## src/rtl/pipe_scheduler_pkg.sv

```systemverilog
// Shared encodings for the pipe scheduler: game states, slot field layout, LFSR taps.
package pipe_scheduler_pkg;

    typedef enum logic [1:0] {
        ST_IDLE = 2'd0,
        ST_RUN  = 2'd1,
        ST_HALT = 2'd2
    } state_t;

    localparam int SLOT_W  = 24;
    localparam int POS_LSB = 16;
    localparam int MAX_LSB = 8;
    localparam int MIN_LSB = 0;

    // Feedback taps on bits 7,5,4,3.
    localparam logic [7:0] LFSR_TAPS = 8'hB8;

    function automatic logic [7:0] lfsr_next(input logic [7:0] cur);
        return {cur[6:0], ^(cur & LFSR_TAPS)};
    endfunction

endpackage

```

## src/rtl/lfsr8.sv

```systemverilog
// 8-bit Fibonacci LFSR; advances one step per enabled cycle, reset loads SEED.
// Latency 1 cycle; no backpressure.
module lfsr8
    import pipe_scheduler_pkg::*;
#(
    parameter logic [7:0] SEED = 8'hA5
) (
    input  logic       clk,
    input  logic       rst,
    input  logic       en,
    output logic [7:0] value
);

    always_ff @(posedge clk) begin
        if (rst) begin
            value <= SEED;
        end else if (en) begin
            value <= lfsr_next(value);
        end
    end

endmodule

```

## src/rtl/pipe_scheduler.sv

```systemverilog
// Scrolls and respawns pipe-gap slots, scores passes and halts on bird/pipe collision.
// Latency 1 cycle from tick to pipes/score; no backpressure, ticks outside RUN are dropped.
module pipe_scheduler
    import pipe_scheduler_pkg::*;
#(
    parameter int         N_PIPE    = 3,
    parameter int         SPACING   = 50,
    parameter int         FIRST_POS = 50,
    parameter int         RST_MIN   = 20,
    parameter int         GAP       = 10,
    parameter int         GAP_FLOOR = 8,
    parameter logic [7:0] GAP_MASK  = 8'h1F,
    parameter int         BIRD_COL  = 4,
    parameter int         HALF_W    = 2,
    parameter logic [7:0] LFSR_SEED = 8'hA5
) (
    input  logic                     clk,
    input  logic                     rst,
    input  logic                     start,
    input  logic                     tick,
    input  logic                     restart,
    input  logic [7:0]               altitude,
    output logic [SLOT_W*N_PIPE-1:0] pipes,
    output logic [15:0]              score,
    output logic [1:0]               state,
    output logic                     collide,
    output logic                     spawn
);

    if (N_PIPE * SPACING - 1 > 255) begin : g_bad_span
        $error("pipe_scheduler: N_PIPE*SPACING-1 exceeds 8 bits");
    end
    if (GAP_FLOOR + int'(GAP_MASK) + GAP > 255) begin : g_bad_gap
        $error("pipe_scheduler: GAP_FLOOR+GAP_MASK+GAP exceeds 8 bits");
    end
    if (LFSR_SEED == 8'h00) begin : g_bad_seed
        $error("pipe_scheduler: LFSR_SEED must be nonzero");
    end

    localparam logic [7:0] RESPAWN_POS = 8'(N_PIPE * SPACING - 1);
    localparam logic [7:0] WIN_LO      = 8'((BIRD_COL > HALF_W) ? BIRD_COL - HALF_W : 0);
    localparam logic [7:0] WIN_HI      = 8'(BIRD_COL + HALF_W);
    localparam logic [7:0] BIRD_POS    = 8'(BIRD_COL);

    state_t            st, st_nxt;
    logic [7:0]        lfsr;
    logic [7:0]        new_min, new_max;
    logic [N_PIPE-1:0] hit, resp, at_bird;
    logic              collision, adv;

    assign state     = st;
    assign collision = (st == ST_RUN) && (|hit);
    // Restart and collision both pre-empt a tick on the same edge.
    assign adv       = (st == ST_RUN) && tick && !collision && !restart;
    assign new_min   = 8'(GAP_FLOOR) + (lfsr & GAP_MASK);
    assign new_max   = new_min + 8'(GAP);

    lfsr8 #(.SEED(LFSR_SEED)) u_lfsr (
        .clk   (clk),
        .rst   (rst),
        .en    (adv),
        .value (lfsr)
    );

    for (genvar g = 0; g < N_PIPE; g++) begin : g_slot
        localparam logic [7:0] INIT_POS = 8'(FIRST_POS + g * SPACING);
        logic [7:0] pos_q, max_q, min_q;

        assign hit[g]     = (pos_q >= WIN_LO) && (pos_q <= WIN_HI) &&
                            ((altitude <= min_q) || (altitude >= max_q));
        assign resp[g]    = (pos_q == 8'd0);
        assign at_bird[g] = (pos_q == BIRD_POS);

        always_ff @(posedge clk) begin
            if (rst || restart) begin
                pos_q <= INIT_POS;
                min_q <= 8'(RST_MIN);
                max_q <= 8'(RST_MIN + GAP);
            end else if (adv) begin
                if (resp[g]) begin
                    pos_q <= RESPAWN_POS;
                    min_q <= new_min;
                    max_q <= new_max;
                end else begin
                    pos_q <= pos_q - 8'd1;
                end
            end
        end

        assign pipes[SLOT_W*g+POS_LSB +: 8] = pos_q;
        assign pipes[SLOT_W*g+MAX_LSB +: 8] = max_q;
        assign pipes[SLOT_W*g+MIN_LSB +: 8] = min_q;
    end

    always_ff @(posedge clk) begin
        if (rst) begin
            st <= ST_IDLE;
        end else begin
            st <= st_nxt;
        end
    end

    always_comb begin
        st_nxt = st;
        if (restart) begin
            st_nxt = ST_IDLE;
        end else begin
            case (st)
                ST_IDLE: if (start) st_nxt = ST_RUN;
                ST_RUN:  if (collision) st_nxt = ST_HALT;
                ST_HALT: st_nxt = ST_HALT;
                default: st_nxt = ST_IDLE;
            endcase
        end
    end

    always_ff @(posedge clk) begin
        if (rst || restart) begin
            score   <= 16'd0;
            collide <= 1'b0;
            spawn   <= 1'b0;
        end else begin
            spawn <= adv && (|resp);
            if (collision) begin
                collide <= 1'b1;
            end
            if (adv && (|at_bird) && (score != 16'hFFFF)) begin
                score <= score + 16'd1;
            end
        end
    end

endmodule

```

## config.mk

```make
export PLATFORM = sky130hd
export DESIGN_NAME = pipe_scheduler
export DESIGN_NICKNAME = d
export VERILOG_FILES = /design/src/rtl/pipe_scheduler_pkg.sv /design/src/rtl/lfsr8.sv /design/src/rtl/pipe_scheduler.sv
export SDC_FILE = /design/constraint.sdc
export NUM_CORES = 1
export LEC_CHECK = 0
export CAP_MARGIN = 0
export CORE_MARGIN = 4
export CORE_UTILIZATION = 30
export CTS_BUF_LIST = sky130_fd_sc_hd__clkbuf_8
export DETAILED_ROUTE_END_ITERATION = 8
export SLEW_MARGIN = 20
export SYNTH_ARGS = -nofsm -noshare
export SYNTH_HDL_FRONTEND = slang
export SYNTH_SLANG_ARGS = --single-unit
```

## constraint.sdc

```tcl
create_clock -name clk -period 2.8 [get_ports clk]
set_input_delay 0.56 -clock clk [delete_from_list [all_inputs] [get_ports clk]]
set_output_delay 0.56 -clock clk [all_outputs]
set_load 0.02 [all_outputs]
```

==> impl_results.md <==
- Clock Tree Buf Depth: 2
- #FFs+latches synth: 88
- Root Driver: clkbuf_8
- Synth area leader: dfxtp_1
- Maxcap violations: 0
- Highest clock rate: 369 MHz
- Setup violators final: 0
- # diodes: 0
- Largest net degree at the start of global routing: 33
- Mapped Cells: 655
- Hold Path Class: reg2reg
- YS warnings: 0
- Crit-path cells: dlygate4sd2_1 -> ha_1 -> nand4_1 -> nor3_1 -> a2111oi_4 -> buf_4 -> a31o_4 -> o211ai_1 -> buf_4 -> or4_4 -> nand2_1
- Clock Skew: 9.74 ps
- Detailed Routing Iterations Pass 1: 4
- DRC: 0
- Initial core utilization: 30.7%
- Drt via density: 5.24
- Clock buffer count from CTS: 9
- Distinct cells, synth: 59
- Layout cells sized above 1: 18.1%
- Slew HR: 47.1%
- Number of enable flip-flop cells after synthesis: 0
- Syn avg cell area: 8.13 um2
- Routed Wire Length: 17.4 mm
- Cell Pwr Density: 323 nW/um2
- Vias post-DR: 5425
- Worst-path clk slew: 90 ps
- Met2 WL post-DR: 7.95 mm
- GRT overflow: 0
- Sequential area share after synthesis: 33.1%
- Die X-Extent: 141 um
- IO Count: 105
- Die area: 19900 um2
- Htree depth: 3
- Post-Syn Area: 5330 um2
- Setup_tns: 0 ps
- Worst EP required: 3130 ps
- VDD IR-drop max: 196 uV
- Most frequent cell after synthesis: dfxtp_1
- Slew @ Worst Pin: 787 ps
- DRT met1 WL: 8.15 mm
- Chip height: 141 um
- Starting DRC count in detailed routing: 331
- Status: finished clean
- Async SR Flop Fraction: 0%
- Final Util: 43.0%
- Synth Flop Type: dfxtp_1
- Clk_lat worst skew: 380 ps
- CP max-delay cell: or4_4
- Max Slew Vio Count: 0
- Leak Pwr: 0.00289 uW
- Setup ws final: 89.9 ps
- Core Box Area: 17400 um2
- Final min period: 2710 ps
- Worst slack, placed: -667 ps
- Max layer used: met4
- Post-DP HPWL: 12.8 mm
- Final nets: 870
- Routability congestion estimate: 0.903
- Initial antenna violation count: 0
- Detail Route Antenna Nets: 0
- Routed met3 length: 935 um
- Synth area leaders: dfxtp_1, ha_1, a21oi_1
- Top cells by count, synth: dfxtp_1, nand2_1, a21oi_1, ha_1, inv_1
- Routed wire per std cell: 16.9 um
- First-pass GRT wire length: 27.9 mm
- Port buffer count: 95
- CTS Hold Bufs: 0
- Top cell by count, worst path: buf_4
- Worst Path Arrival: 3040 ps
- Synth-to-Final Area Change: 40.2%
- Crit end category: register
- Final period util: 96.8%
- Critical path class: in2reg
- Site row count: 48
- CTS tree: done
- CP max stage delay: 460 ps
- Startpoint Class: input pin
- Clock Sink Count: 88
- Final Hold Viols: 0
- Vias in the first global route: 5165
- Gr usage total: 17.5%
- Yosys top cell area share: 33.1%
- Max FO, Critical Path: 5
[final cells by class]
cell class | count | area (um2)
Fill cell | 1734 | 9890
Timing Repair Buffer | 179 | 1660
Multi-Input combinational cell | 477 | 3380
Sequential cell | 88 | 1760
Clock inverter | 5 | 50.0
Tap cell | 225 | 282
Inverter | 51 | 194
Clock buffer | 10 | 138
[registers in the layout, indices dropped and copies added (netlist names)]
signal,count
u_lfsr.value,8
spawn,1
g_slot.min_q,18
g_slot.max_q,18
g_slot.pos_q,24
collide,1
state,2
score,16
[placed cells by master, fill, tap and decap left out, types with 4 or more instances in the layout]
master and count:
clkdlybuf4s50_1 88, or2_2 6, o211ai_1 7, inv_1 52, nand4_1 13, nand3_1 34
o21ai_0 17, nand2_1 51, conb_1 9, o21ai_1 20, and3_1 5, a311oi_1 4
o31ai_1 8, nor4_1 5, clkbuf_8 10, ha_1 48, buf_4 76, nor3_1 25
or4_1 7, nor4_2 5, a21o_1 4, nand4b_1 4, mux2i_1 15, dfxtp_1 88
a31oi_1 10, a211oi_1 6, a21oi_1 49, nor2_1 42, or3_1 16
[routing by layer]
metal | global-route usage [%] | up-vias
met5 | 0 | -
met4 | 4.44 | 0
met3 | 4.34 | 25
met2 | 27.7 | 163
met1 | 23.7 | 2570
li1 | - | 2667
[cell families after synthesis]
| kind of cell | count (synthesis) | share of synthesized area, % |
|---|---|---|
| flops | 88 | 33.1 |
| compound gates | 157 | 19.2 |
| other cells | 1 | 0.0704 |
| mux | 15 | 2.82 |
| simple gates | 239 | 23.8 |
| xor+xnor | 5 | 0.823 |
| fa+ha+maj | 51 | 12.0 |
| buf+inv | 99 | 8.15 |
[critical path: cells and delay by family]
kind            cells  cell delay [ps]
buf+inv             3              680
fa+ha+maj           1              330
simple gates        4              730
compound gates      3              730
[report_power, final]
part | switching (uW) | internal (uW) | total [uW]
sequential | 6.58 | 1250 | 1260
combinational | 140 | 103 | 243
clock | 480 | 425 | 905
[path summary, 6_finish.rpt]
| path | to | slack, ps | startpoint | cells after the start |
|---|---|---|---|---|
| hold reg to reg | u_lfsr.value[6] | 470 | u_lfsr.value[6] | 2 |
| setup / recovery | score[11] | 90 | altitude[3] | 11 |
| hold / removal | u_lfsr.value[6] | 470 | u_lfsr.value[6] | 2 |
| setup reg to reg | score[11] | 110 | g_slot[1].min_q[4] | 11 |
[stage by stage]
step | hold slack [ps] | power (uW) | cell area, um2 | std cells
floorplan | 437 | 1410 | 5360 | 663
global route | 497 | 2510 | 7460 | 1035
detailed placement | 453 | 1510 | 6960 | 1009
global placement | 446 | 1510 | 6960 | 1009
CTS | 466 | 2420 | 7330 | 1032
finish | 469 | 2410 | 7460 | 1035
[repair_timing]
action                                 CTS  global route
setup endpoints to repair               72            61
endpoints found under the hold margin    0             0
resized for setup                       27            23
pin swaps                                8            16
cloned                                   3             0
buffers inserted                         5             3
Power figures use the tool's default switching activity.
